**src/rtl/spi_master.sv**
```systemverilog
// SPI mode-0 master, MSB first, full-duplex, single clock domain.
// Optional back-to-back bursts under `SPI_MASTER_BURST_EN: a start on the
// edge that ends HOLD chains the next word with cs_n held low.
module spi_master #(
  parameter int unsigned WIDTH   = 8,
  parameter int unsigned CLK_DIV = 2,
  parameter int unsigned CS_IDLE = 2
) (
  input  logic             clk,
  input  logic             rst,
  input  logic             start,
  input  logic [WIDTH-1:0] din,
  output logic             busy,
  output logic             done,
  output logic [WIDTH-1:0] dout,
  output logic             sclk,
  output logic             cs_n,
  output logic             mosi,
  input  logic             miso
);

  localparam int unsigned CNT_MAX = (CLK_DIV > CS_IDLE) ? CLK_DIV : CS_IDLE;
  localparam int unsigned CNT_W   = $clog2(CNT_MAX);
  localparam int unsigned BIT_W   = $clog2(WIDTH) + 1;

  typedef enum logic [2:0] {
    S_IDLE,
    S_SETUP,
    S_HIGH,
    S_LOW,
    S_HOLD,
    S_GAP
  } state_t;

  state_t             r_state, w_state_nxt;
  logic [CNT_W-1:0]   r_div, w_div_nxt;
  logic [BIT_W-1:0]   r_bit, w_bit_nxt;
  logic [WIDTH-1:0]   r_tx, w_tx_nxt;
  logic [WIDTH-1:0]   r_rx, w_rx_nxt;
  logic [WIDTH-1:0]   r_dout, w_dout_nxt;
  logic               r_busy, w_busy_nxt;
  logic               r_done, w_done_nxt;
  logic               r_sclk, w_sclk_nxt;
  logic               r_cs_n, w_cs_n_nxt;
  logic               r_mosi, w_mosi_nxt;
  logic               w_div_last;
  logic               w_gap_last;
  logic               w_chain;

`ifdef SPI_MASTER_BURST_EN
  assign w_chain = start;
`else
  assign w_chain = 1'b0;
`endif

  assign w_div_last = (r_div == CNT_W'(CLK_DIV - 1));
  assign w_gap_last = (r_div == CNT_W'(CS_IDLE - 1));

  assign busy = r_busy;
  assign done = r_done;
  assign dout = r_dout;
  assign sclk = r_sclk;
  assign cs_n = r_cs_n;
  assign mosi = r_mosi;

  // State, datapath and registered outputs.
  always_ff @(posedge clk) begin
    if (rst) begin
      r_state <= S_IDLE;
      r_div   <= '0;
      r_bit   <= '0;
      r_tx    <= '0;
      r_rx    <= '0;
      r_dout  <= '0;
      r_busy  <= 1'b0;
      r_done  <= 1'b0;
      r_sclk  <= 1'b0;
      r_cs_n  <= 1'b1;
      r_mosi  <= 1'b0;
    end else begin
      r_state <= w_state_nxt;
      r_div   <= w_div_nxt;
      r_bit   <= w_bit_nxt;
      r_tx    <= w_tx_nxt;
      r_rx    <= w_rx_nxt;
      r_dout  <= w_dout_nxt;
      r_busy  <= w_busy_nxt;
      r_done  <= w_done_nxt;
      r_sclk  <= w_sclk_nxt;
      r_cs_n  <= w_cs_n_nxt;
      r_mosi  <= w_mosi_nxt;
    end
  end

  // Next-state and next-output decode; every phase ends when the divider wraps.
  always_comb begin
    w_state_nxt = r_state;
    w_div_nxt   = r_div;
    w_bit_nxt   = r_bit;
    w_tx_nxt    = r_tx;
    w_rx_nxt    = r_rx;
    w_dout_nxt  = r_dout;
    w_busy_nxt  = r_busy;
    w_done_nxt  = 1'b0;
    w_sclk_nxt  = r_sclk;
    w_cs_n_nxt  = r_cs_n;
    w_mosi_nxt  = r_mosi;
    case (r_state)
      S_IDLE: begin
        w_busy_nxt = 1'b0;
        if (start) begin
          w_tx_nxt    = din;
          w_bit_nxt   = '0;
          w_div_nxt   = '0;
          w_cs_n_nxt  = 1'b0;
          w_sclk_nxt  = 1'b0;
          w_mosi_nxt  = din[WIDTH-1];
          w_busy_nxt  = 1'b1;
          w_state_nxt = S_SETUP;
        end
      end
      S_SETUP: begin
        if (w_div_last) begin
          w_div_nxt   = '0;
          w_sclk_nxt  = 1'b1;
          w_state_nxt = S_HIGH;
        end else begin
          w_div_nxt = r_div + CNT_W'(1);
        end
      end
      S_HIGH: begin
        if (w_div_last) begin
          w_div_nxt  = '0;
          w_sclk_nxt = 1'b0;
          w_rx_nxt   = {r_rx[WIDTH-2:0], miso};
          if (r_bit == BIT_W'(WIDTH - 1)) begin
            w_state_nxt = S_HOLD;
          end else begin
            w_bit_nxt   = r_bit + BIT_W'(1);
            w_tx_nxt    = {r_tx[WIDTH-2:0], 1'b0};
            w_mosi_nxt  = r_tx[WIDTH-2];
            w_state_nxt = S_LOW;
          end
        end else begin
          w_div_nxt = r_div + CNT_W'(1);
        end
      end
      S_LOW: begin
        if (w_div_last) begin
          w_div_nxt   = '0;
          w_sclk_nxt  = 1'b1;
          w_state_nxt = S_HIGH;
        end else begin
          w_div_nxt = r_div + CNT_W'(1);
        end
      end
      S_HOLD: begin
        if (w_div_last) begin
          w_div_nxt  = '0;
          w_dout_nxt = r_rx;
          w_done_nxt = 1'b1;
          if (w_chain) begin
            // Chained word: reload as IDLE would, but keep cs_n low.
            w_tx_nxt    = din;
            w_bit_nxt   = '0;
            w_mosi_nxt  = din[WIDTH-1];
            w_state_nxt = S_SETUP;
          end else begin
            w_cs_n_nxt  = 1'b1;
            w_mosi_nxt  = 1'b0;
            w_state_nxt = S_GAP;
          end
        end else begin
          w_div_nxt = r_div + CNT_W'(1);
        end
      end
      S_GAP: begin
        if (w_gap_last) begin
          w_div_nxt   = '0;
          w_busy_nxt  = 1'b0;
          w_state_nxt = S_IDLE;
        end else begin
          w_div_nxt = r_div + CNT_W'(1);
        end
      end
      default: begin
        w_state_nxt = S_IDLE;
      end
    endcase
  end

endmodule

```
**config.mk**
```make
export PLATFORM = sky130hd
export DESIGN_NAME = spi_master
export DESIGN_NICKNAME = d
export VERILOG_FILES = /design/src/rtl/spi_master.sv
export SDC_FILE = /design/constraint.sdc
export NUM_CORES = 1
export LEC_CHECK = 0
export ABC_AREA = 1
export CAP_MARGIN = 20
export CORE_ASPECT_RATIO = 0.7
export CORE_MARGIN = 2
export CORE_UTILIZATION = 50
export DETAILED_ROUTE_END_ITERATION = 16
export GPL_ROUTABILITY_DRIVEN = 0
export PLACE_DENSITY_LB_ADDON = 0.05
export SYNTH_ARGS = -nofsm -noshare
export SYNTH_HDL_FRONTEND = slang
export SYNTH_SLANG_ARGS = --single-unit
```
**constraint.sdc**
```tcl
create_clock -name clk -period 2.61 [get_ports clk]
set_input_delay 0.6525 -clock clk [delete_from_list [all_inputs] [get_ports clk]]
set_output_delay 0.6525 -clock clk [all_outputs]
set_load 0.005 [all_outputs]
```
==> impl_metrics.toml <==
[sta]
setup_viol = 0
hold_violations = 0
clock_skew_ps = 7.67
maxSlewHeadroom_pct = 59.5
max_freq_mhz = 485
period_share_pct = 79.0
worst_pin_slew_ps = 605
drv_slew = 0
setup_ws_ps = 547
tns_ps = 0
period_needed_ps = 2060
rsz0062_at_grt = "false"
hold_ws_ps = 444

[status]
status = "finished, final reports clean"

[place]
pre_cts_ws_ps = 542
placed_cell_area_sq_um = 1940
numPortBuffers = 24
hpwlAfterDp_mm = 2.45

[finish]
nets = 267
final_util_pct = 63.7
fillCellCount = 293
num_antenna_cells = 0
drive_above_1_share_pct = 14.9
area_growth_pct = 20.5
final_area_sq_um = 2030

[clock_tree]
hold_buffers = 0
clk_pin_slew_worst_paths_ps = 80
cts_tree = "yes"
cts_made_buffers = 5
clock-sinks = 36
post-cts-setup-buffer-count = 0
ctsResizeCount = 0
clk_latency_ps = 290
cts_root_buf = "clkbuf_8"
htree_num_levels = 2
cts_buffer_depth = 2

[yosys]
syn_inst = 227
ys_types = 28
synth_fa_ha_area_share_pct = 0.742
synth_common_cells = "nand2_1 (55), dfxtp_1 (36), nor2_1 (30), inv_1 (22), o21ai_0 (13)"
ys.warnings.count = 0
synth_area_leaders = "dfxtp_1 (43%), nand2_1 (12%), nor2_1 (6.7%)"
synth_top_family_by_area = "simple AND/OR/NAND/NOR gates"
yosysTopAreaCellShare_pct = 42.7
syn_area_per_cell_sq_um = 7.43
synth_mux_area_share_pct = 0
synth-compound-area-share_pct = 12.9
synth_xor_xnor_area_share_pct = 0.519
synth_simple_gate_area_share_pct = 33.7
netlist_area_sq_um = 1690
seq_area_frac_synth_pct = 42.7
synthFlopType = "dfxtp_1"
synth.largest_area_cell = "dfxtp_1"
synth_most_common_cell = "nand2_1"
async_reset_ff_share_pct = 0
syn_nets = 240
synth_edf_count = 0
synth_seq_cells = 36

[worst_setup_path]
critical_path_arrival_ps = 2240
worstPathRequired_ps = 2790
endpoint_kind = "register"
timing_worst_setup_path_type = "reg2reg"
reg2reg_depth = 7
start_kind = "register"
crit_path_max_fanout = 11

[floorplan]
die_area_sq_um = 3860
design.core.area_sq_um = 3190
dieWidth_um = 73.4
initial_core_util_pct = 52.9
rows = 17
die_h_um = 52.6
ios = 25

[route]
drt_first_pass_iters = 4
dr.first_iter.drc_count = 110
antenna_left = 0
wl_per_cell_um = 11.3
vias = 1453
routed_wirelength_mm = 3.32
avgViaCountPerCell = 4.96
post-route-drc-count = 0

[hold_path]
holdCritPathClass = "reg2reg"
hold_depth = 2

[power]
ir_drop_uv = 556
p_leak_nw = 0.878
power_density_nw_per_um2 = 940

[global_routing]
grt_pass1_wl_mm = 5.96
grt_use_total_pct = 20.7
overflow = 0
antenna_found_initial = 0
grt_pass1_vias = 1323
grt_max_degree = 13

[flow_run]
maxCapViolCount = 0
## registers in the layout, indices dropped and copies added (netlist names)
name     flops
cs_n         1
done         1
r_div        1
sclk         1
busy         1
r_tx         7
r_bit        4
mosi         1
dout         8
r_state      3
r_rx         8
## cell usage in the layout, fill, tap and decap left out, types with 3 or more instances in the layout
cell type        Yosys  layout
nand3_2             10      10
a22o_1               3       3
nand3_1              8       8
a21oi_1             12      12
inv_2                5       5
o21ai_0             13      13
clkdlybuf4s50_1      0      24
nor2_1              30      30
clkbuf_8             0       6
nand2_1             55      55
o21ai_1              7       7
inv_1               22      22
buf_4                1       3
nand2_2              3       3
dfxtp_1             36      36
nor2_2               3       3
## final cells by class
cell class	instances	area [sq um]	share of cell area (%)
Multi-Input combinational cell	157	807	39.7
Sequential cell	36	721	35.5
Timing Repair Buffer	27	263	12.9
Inverter	27	101	4.99
Clock buffer	6	82.6	4.06
Tap cell	38	47.5	2.34
Clock inverter	2	10.0	0.493
## final timing paths
path,startpoint,to,slack [ps]
max reg2reg,r_state[1],r_rx[0],550
min reg2reg,cs_n,cs_n,440
min,cs_n,cs_n,440
max,r_state[1],r_rx[0],550
## where the power goes
part	switching [mW]	leakage (nW)	internal, mW
Combinational	0.471	0.533	0.283
Sequential	0.0868	0.294	0.661
Clock	0.198	0.0510	0.211
Total	0.756	0.878	1.15
## critical path, cell delays in order (launching register included)
cell and delay (ps):
dfxtp_1 460, inv_2 90, nor2_2 100, nand2_1 270, nor2_1 570, inv_1 210, o21ai_0 190, a21oi_1 60
## kinds of logic (layout without fill, tap and decap cells)
group                    count (synthesis)  in the layout
AND/OR/NAND/NOR                        116            116
AO/OA/AOI/OAI                           39             39
flip-flops                              36             36
buffers and inverters                   34             62
adder cells (fa/ha/maj)                  1              1
XOR/XNOR                                 1              1
## metal layers
| metal | vias to the layer above | track usage, % | part of all wire, % |
|---|---|---|---|
| met5 | - | 0 | 0 |
| met4 | 0 | 8.18 | 1.9 |
| met3 | 7 | 5.19 | 4.7 |
| met2 | 32 | 29.7 | 40 |
| met1 | 636 | 29.7 | 53 |
| li1 | 778 | - | - |
## metrics by stage
stage               power, mW  instances
CTS                      1.93        293
finish                   1.91        293
global placement         1.51        285
floorplan                1.38        227
detailed placement       1.52        285
global route             2.08        293
Power figures use the tool's default switching activity.
